**src/rtl/evt_led_pkg.sv**
```systemverilog
// Shared definitions for the event LED stretcher: FSM state encoding and default widths.
package evt_led_pkg;

  // FSM state encoding
  localparam logic [1:0] IDLE = 2'd0;
  localparam logic [1:0] ON   = 2'd1;
  localparam logic [1:0] GAP  = 2'd2;

  // Default widths: 8-tick pulse, 4-tick gap, queue of up to 15 events
  localparam int unsigned OnWidthDef   = 3;
  localparam int unsigned GapWidthDef  = 2;
  localparam int unsigned PendWidthDef = 4;

endpackage

```
**src/rtl/ce_tick_timer.sv**
```systemverilog
// CE-gated up-counter with synchronous clear (priority over counting) and a
// terminal-count flag that is high while the count is all-ones.
module ce_tick_timer
  import evt_led_pkg::*;
#(
  parameter int unsigned WIDTH = OnWidthDef
) (
  input  logic clk_i,
  input  logic rst_i,
  input  logic clr_i,
  input  logic en_i,
  output logic tc_o
);

  logic [WIDTH-1:0] count_q, count_d;

  // Next count: clear wins, otherwise advance on enable
  always_comb begin
    count_d = count_q;
    if (clr_i) begin
      count_d = '0;
    end else if (en_i) begin
      count_d = count_q + 1'b1;
    end
  end

  // Count register with synchronous reset
  always_ff @(posedge clk_i) begin
    if (rst_i) begin
      count_q <= '0;
    end else begin
      count_q <= count_d;
    end
  end

  assign tc_o = &count_q;

endmodule

```
**src/rtl/evt_led_stretcher.sv**
```systemverilog
// Event LED stretcher: turns each single-cycle event into a 2^ON_WIDTH CE-tick LED pulse
// followed by a 2^GAP_WIDTH CE-tick dark gap. Events arriving while busy are queued in a
// saturating pending counter; a lost event sets the sticky OVF flag.
// Optional feature macro EVT_LED_RETRIGGER_EN: an event during ON restarts the on-timer
// (extends the pulse) instead of being queued.
module evt_led_stretcher
  import evt_led_pkg::*;
#(
  parameter int unsigned ON_WIDTH   = OnWidthDef,
  parameter int unsigned GAP_WIDTH  = GapWidthDef,
  parameter int unsigned PEND_WIDTH = PendWidthDef
) (
  input  logic                  CLK,
  input  logic                  RST,
  input  logic                  CE,
  input  logic                  EVT_IN,
  output logic                  LED_OUT,
  output logic                  BUSY,
  output logic [PEND_WIDTH-1:0] PEND_CNT,
  output logic                  OVF
);

  logic [1:0]            state_q, state_d;
  logic [PEND_WIDTH-1:0] pend_q, pend_d;
  logic                  ovf_q, ovf_d;
  logic                  led_q;

  logic in_on, in_gap;
  logic start, retrig, evt_queued;
  logic on_tc, gap_tc, on_done, gap_done;

  assign in_on  = (state_q == ON);
  assign in_gap = (state_q == GAP);
  assign start  = (state_q == IDLE) & ((pend_q != '0) | EVT_IN);

`ifdef EVT_LED_RETRIGGER_EN
  assign retrig = in_on & EVT_IN;
`else
  assign retrig = 1'b0;
`endif

  // A retriggering event is absorbed into the running pulse, never queued
  assign evt_queued = EVT_IN & ~retrig;
  assign on_done    = in_on & CE & on_tc & ~retrig;
  assign gap_done   = in_gap & CE & gap_tc;

  // Timers are held at zero outside their own state, so each phase starts from zero
  ce_tick_timer #(
    .WIDTH(ON_WIDTH)
  ) u_on_timer (
    .clk_i(CLK),
    .rst_i(RST),
    .clr_i(~in_on | on_done | retrig),
    .en_i (in_on & CE),
    .tc_o (on_tc)
  );

  ce_tick_timer #(
    .WIDTH(GAP_WIDTH)
  ) u_gap_timer (
    .clk_i(CLK),
    .rst_i(RST),
    .clr_i(~in_gap | gap_done),
    .en_i (in_gap & CE),
    .tc_o (gap_tc)
  );

  // FSM next-state: IDLE -> ON -> GAP -> IDLE
  always_comb begin
    state_d = state_q;
    case (state_q)
      IDLE:    if (start)    state_d = ON;
      ON:      if (on_done)  state_d = GAP;
      GAP:     if (gap_done) state_d = IDLE;
      default: state_d = IDLE;
    endcase
  end

  // Pending queue: +1 per queued event, -1 per pulse start, saturating with sticky overflow
  always_comb begin
    pend_d = pend_q;
    ovf_d  = ovf_q;
    if (evt_queued & ~start) begin
      if (&pend_q) begin
        ovf_d = 1'b1;
      end else begin
        pend_d = pend_q + 1'b1;
      end
    end else if (~evt_queued & start) begin
      pend_d = pend_q - 1'b1;
    end
  end

  // State, queue and registered LED drive; reset overrides any pulse or gap in progress
  always_ff @(posedge CLK) begin
    if (RST) begin
      state_q <= IDLE;
      pend_q  <= '0;
      ovf_q   <= 1'b0;
      led_q   <= 1'b0;
    end else begin
      state_q <= state_d;
      pend_q  <= pend_d;
      ovf_q   <= ovf_d;
      led_q   <= (state_d == ON);
    end
  end

  assign LED_OUT  = led_q;
  assign BUSY     = (state_q != IDLE) | (pend_q != '0);
  assign PEND_CNT = pend_q;
  assign OVF      = ovf_q;

endmodule
```
**config.mk**
```make
export PLATFORM = sky130hd
export DESIGN_NAME = evt_led_stretcher
export DESIGN_NICKNAME = d
export VERILOG_FILES = /design/src/rtl/evt_led_pkg.sv /design/src/rtl/ce_tick_timer.sv /design/src/rtl/evt_led_stretcher.sv
export SDC_FILE = /design/constraint.sdc
export NUM_CORES = 1
export LEC_CHECK = 0
export BUFFER_PORTS_ARGS = -buffer_cell sky130_fd_sc_hd__clkbuf_2
export CAP_MARGIN = 20
export CORE_UTILIZATION = 45
export DETAILED_ROUTE_END_ITERATION = 7
export GPL_ROUTABILITY_DRIVEN = 0
export PLACE_DENSITY = 0.79
export SLEW_MARGIN = 20
export SYNTH_ARGS = -nofsm -noshare
export SYNTH_HDL_FRONTEND = slang
export SYNTH_SLANG_ARGS = --single-unit
```
**constraint.sdc**
```tcl
create_clock -name CLK -period 1.98 [get_ports CLK]
set_clock_uncertainty 0.1 [all_clocks]
set_input_delay 0.495 -clock CLK [delete_from_list [all_inputs] [get_ports CLK]]
set_output_delay 0.495 -clock CLK [all_outputs]
set_load 0.01 [all_outputs]
```
### Yosys cells after proc, flatten, opt, wreduce, memory -nomap -nowiden

Cells that the tools add are included.
Widths: inputs -> output; s select.

| storage, ports and cells | value |
|---|---|
| input port bits | 4 |
| output and inout bits | 7 |
| word-level logic and storage cells | 47 |
| register bits | 13 |

| cells by class | value |
|---|---|
| bitwise gates (word level) | 15 |
| add/sub/neg operators | 4 |
| equal/unequal tests | 4 |
| reduce and logical (&&, ||, !) cells | 11 |
| multiplexer cells | 7 |

Operators with widths:

| kind | count |
|---|---|
| $mux 4 | 3 |
| $and 1x1->1 | 7 |
| $mux 2 | 3 |
| $pmux 2 s3 | 1 |
| $reduce_and 5->1 | 1 |
| $add 4x1->4 const B | 1 |
| $eq 2x1->1 const B | 2 |
| $not 1->1 | 4 |
| $or 1x1->1 | 4 |
| $reduce_and 2->1 | 2 |
| $reduce_and 4->1 | 1 |
| $reduce_bool 2->1 | 2 |
| $reduce_bool 4->1 | 1 |
| $reduce_or 2->1 | 2 |
| $sub 4x1->4 const B | 1 |
| $add 3x1->3 const B | 1 |
| $reduce_and 3->1 | 1 |
| $add 2x1->2 const B | 1 |
| $eq 2x2->1 const B | 1 |
| $logic_not 2->1 | 1 |
| $ne 2x2->1 const B | 1 |

### Logic depth before layout (Yosys ltp)

| depth | value |
|---|---|
| depth in word-level cells | 7 |
| mapped depth | 7 |

### Cells and area by module

Synthesis repeated with hierarchy kept, for this count alone.

| second synthesis, totals | value |
|---|---|
| cell total of the unflattened synthesis | 68 |
| area, all modules | 694.4 um2 |

By module, submodules not included:

| module | instances | sequential area each (um2) | cells each | area each (um2) |
|---|---|---|---|---|
| evt_led_stretcher | 1 | 160.2 | 50 | 469.2 |
| ce_tick_timer (u_on_timer) | 1 | 60.1 | 11 | 133.9 |
| ce_tick_timer (u_gap_timer) | 1 | 40.0 | 7 | 91.3 |

### Worst setup path before layout

No wires, ideal clock.

| timing path | value |
|---|---|
| kind | register -> register |
| start | reg state_q[0] |
| end | reg pend_q[3] (netlist: PEND_CNT[3]) |
| buffers on the path | 1 |
| data required time | 1757 ps |
| data arrival time | 1890 ps |
| slack | -134 ps |
| library setup time | 123 ps |
| stages on the path, launching flop included | 8 |
| path through | dfxtp_1 -> buf_6 -> o21ai_1 -> ha_1 -> a21oi_1 -> a211oi_1 -> a31oi_1 -> mux2_1 |

| on the way | value |
|---|---|
| longest elaborated chain between the ends | 6 |
| elaborated cells on any way between the ends | 9 |

RTL lines:

| what | line | text |
|---|---|---|
| start, declared | evt_led_stretcher.sv:23 | `logic [1:0] state_q, state_d;` |
| start signal, assigned | evt_led_stretcher.sv:102 | `state_q <= state_d;` |
| $logic_not 2->1 (*) | evt_led_stretcher.sv:34 | `assign start = (state_q == IDLE) & ((pend_q != '0) \| EVT_IN);` |
| $and 1x1->1 (*) | evt_led_stretcher.sv:34 |  |
| $not 1->1 | evt_led_stretcher.sv:83 | `if (evt_queued & ~start) begin` |
| $and 1x1->1 | evt_led_stretcher.sv:83 |  |
| $ne 2x2->1 (no line) / $reduce_bool 2->1 (equally long branches) | n/a |  |
| $reduce_and 2->1 (no line) | n/a |  |
| end signal, assigned | evt_led_stretcher.sv:103 | `pend_q <= pend_d;` |
| end, declared | evt_led_stretcher.sv:24 | `logic [PEND_WIDTH-1:0] pend_q, pend_d;` |

Every way passes the cells marked *; elsewhere a longest branch is shown, timed or not.
A chain may end at the register's enable or synchronous reset.

### Worst setup path after layout

| timing path | value |
|---|---|
| start | reg pend_q[1] (netlist: PEND_CNT[1]) |
| end | out BUSY |

| on the way | value |
|---|---|
| longest elaborated chain between the ends | 2 |

RTL lines:

| what | line | text |
|---|---|---|
| $reduce_bool 4->1 | evt_led_stretcher.sv:110 | `assign BUSY = (state_q != IDLE) \| (pend_q != '0);` |
| $or 1x1->1 | evt_led_stretcher.sv:110 |  |
| end, declared | evt_led_stretcher.sv:18 | `output logic BUSY,` |

Every way passes these cells.

==> impl_results.md <==
- Outcome: complete, no violations
- Number of global-route vias before repair: ~480
- Crit end category: output pin
- Final worst path period need: 1.85 ns
- Final wirelength: 1240 um
- Most common cell in the synthesized netlist: nor2_1
- Clock Path Buffers: 2
- CTS tree: built
- Main synth FF type: dfxtp_1
- WL/cell: 11.2 um
- Largest net degree at the start of global routing: 10
- Drt via density: roughly 5.2
- Initial antenna violation count: 0
- Worst path slowest cell: dfxtp_1
- Mapped Area: around 700 sq um
- CTS Hold Buffers Added: 0
- Routing usage on met3: around 3.3%
- Max-slew headroom: 78.1%
- Top Ports: 11
- Skew-Pair Late Insertion Delay: between 0.2 and 0.3 ns
- Layout cells sized above 1: between 20% and 30%
- Die width: approximately 41 um
- Netlist cell types: 26
- Total power: a little under 1 mW
- Startpoint Class: flop
- Worst path arrival time: 1.25 ns
- Synthesis Warnings: 0
- Number of routed nets with antenna violations: 0
- # nets final: around 110
- CTS Buf Count: 3
- Global Route Usage Sum: between 15 and 20%
- Post-synthesis cell count: 77
- Pre-Repair DR Iteration Count: 4
- Yosys top cell by area: dfxtp_1
- Grt met2 use: 30.5%
- Slew Limit Fails: 0
- Synth area leaders: dfxtp_1, nor2_1, ha_1, a21oi_1, nand2_1
- Pwr dens: about 1200 nW/um^2
- Fmax achieved: roughly 540 MHz
- WP data required: between 1 and 1.5 ns
- Final hold violation count: 0
- Top fanout value on the critical path: 6
- LEAKAGE: roughly 0.36 nW
- Yosys reg bits: 13
- EDFF count, synth: 0
- Max stage delay on crit path: roughly 0.4 ns
- Port Buf Inserts: 10
- Critical Path, Cell by Cell: nor4_4 > nand2_1 > clkbuf_2
- Syn Area/Cell: 8.95 sq um
- Hold crit path type: flop to flop
- # DRC: 0
- Initial Util: between 50% and 60%
- Hold Slack: 0.376 ns
- Most crowded layer after global routing: met2
- N_diodes: 0
- CTS resizes: 0
- RSZ-0062 raised after global routing: no
- Slew @ Worst Pin: ~0.33 ns
- Clk sinks: 13
- Fin util: 60.4%
- Max-Cap Viols: 0
- Area grow syn2layout: 19.8%
- Ys async rst share: 0%
- Die area: 1690 sq um
- Clock root buffer: clkbuf_4
- GR Layer Usage met1: between 15 and 20%
- Global route overflow: 0
- Postcts setup bufs: 0
- Post-synthesis sequential area ratio: approximately 38%
- Via Count: between 500 and 600
- Rows: 13
- Die extent in y: 41.1 um
- Detailed Route Iter0 Violations: 4
- DP HPWL: between 900 and 1000 um
- First-pass GRT wire length: approximately 1900 um
- Final setup viols: 0
- Synth top area share: around 38%
- Htree depth: 1
- Core area: between 1000 and 1500 sq um
- Clock transition at path regs: roughly 0.08 ns
- Final period util: 93.4%
- Maximum vdd ir drop: 0.508 mV
- Top cells by count, synth: nor2_1, dfxtp_1, a21oi_1, nand2_1, ha_1
- Post-Syn Nets: 87
- CP Class: flop to output pin
==> cell families (layout without fill, tap and decap cells) <==
logic type      after synthesis  after routing  synth area share [%]
compound gates               14             14                  14.0
fa+ha+maj                     6              6                  12.0
flops                        13             13                  37.7
xor+xnor                      2              2                  2.54
mux                           2              2                  3.09
buf+inv                       3             22                  2.72
simple gates                 37             37                  27.9
==> registers in the layout, indices dropped and copies added (netlist names) <==
name                 flops
PEND_CNT                 4
u_on_timer.count_q       3
state_q                  2
u_gap_timer.count_q      2
LED_OUT                  1
OVF                      1
==> layer usage <==
| metal | vias up | share of wire [%] |
|---|---|---|
| met4 | 0 | 3.1 |
| met2 | 9 | 46 |
| li1 | 310 | - |
| met1 | 259 | 48 |
| met3 | 4 | 2.7 |
| met5 | - | 0 |
==> worst paths after layout <==
path	startpoint	endpoint	slack, ns	cells after the start
setup / recovery	PEND_CNT[1]$_SDFFE_PP0P_	BUSY	0.13	3
setup reg to reg	state_q[1]$_SDFF_PP0_	PEND_CNT[3]$_SDFFE_PP0P_	0.15	6
hold / removal	OVF$_SDFFE_PP0P_	OVF$_SDFFE_PP0P_	0.38	2
hold reg to reg	OVF$_SDFFE_PP0P_	OVF$_SDFFE_PP0P_	0.38	2
==> where the power goes <==
part	switching (mW)	internal [mW]	total [mW]
sequential	0.0760	0.308	0.384
clock	0.0839	0.0781	0.162
combinational	0.218	0.231	0.448
==> area by class of cell <==
type	instances	area [sq um]
Multi-Input combinational cell	61	414
Fill cell	116	541
Inverter	1	3.75
Sequential cell	13	260
Timing Repair Buffer	17	103
Clock buffer	4	26.3
Tap cell	15	18.8
==> worst max-delay path, delay by kind of cell, from the launching register on <==
kind	cells	cell delay (ns)
buf+inv	1	0.14
simple gates	2	0.46
flops	1	0.39
==> metrics by stage <==
step / TNS (ns) / std cells / setup slack [ns] / instance area, sq um
after CTS: 0 / 111 / 0.112 / 826
after global routing: 0 / 111 / 0.0308 / 826
final: 0 / 111 / 0.131 / 826
after detailed placement: -0.0233 / 107 / -0.0233 / 800
after floorplan: 0 / 77 / 0.0304 / 693
after global placement: 0 / 107 / 0.0493 / 800
==> cell usage in the layout, fill, tap and decap left out <==
cell and n:
or3b_2 1, buf_4 7, a31oi_1 1, nor3_1 2, o21ai_2 1, nor2b_1 2, dfxtp_1 13, clkbuf_2 10
or3_4 1, a21oi_1 9, nand4b_1 1, a211oi_1 1, mux2i_1 1, a211oi_2 1, inv_1 1, nor2_1 18
nor4_4 1, clkbuf_4 3, mux2_1 1, fa_1 1, clkbuf_1 1, xnor2_1 2, and4_1 1, ha_1 5
o22ai_4 1, nand3_1 2, nand3b_1 1, nand2_1 7
No activity file was read; power rests on OpenSTA's default activity.
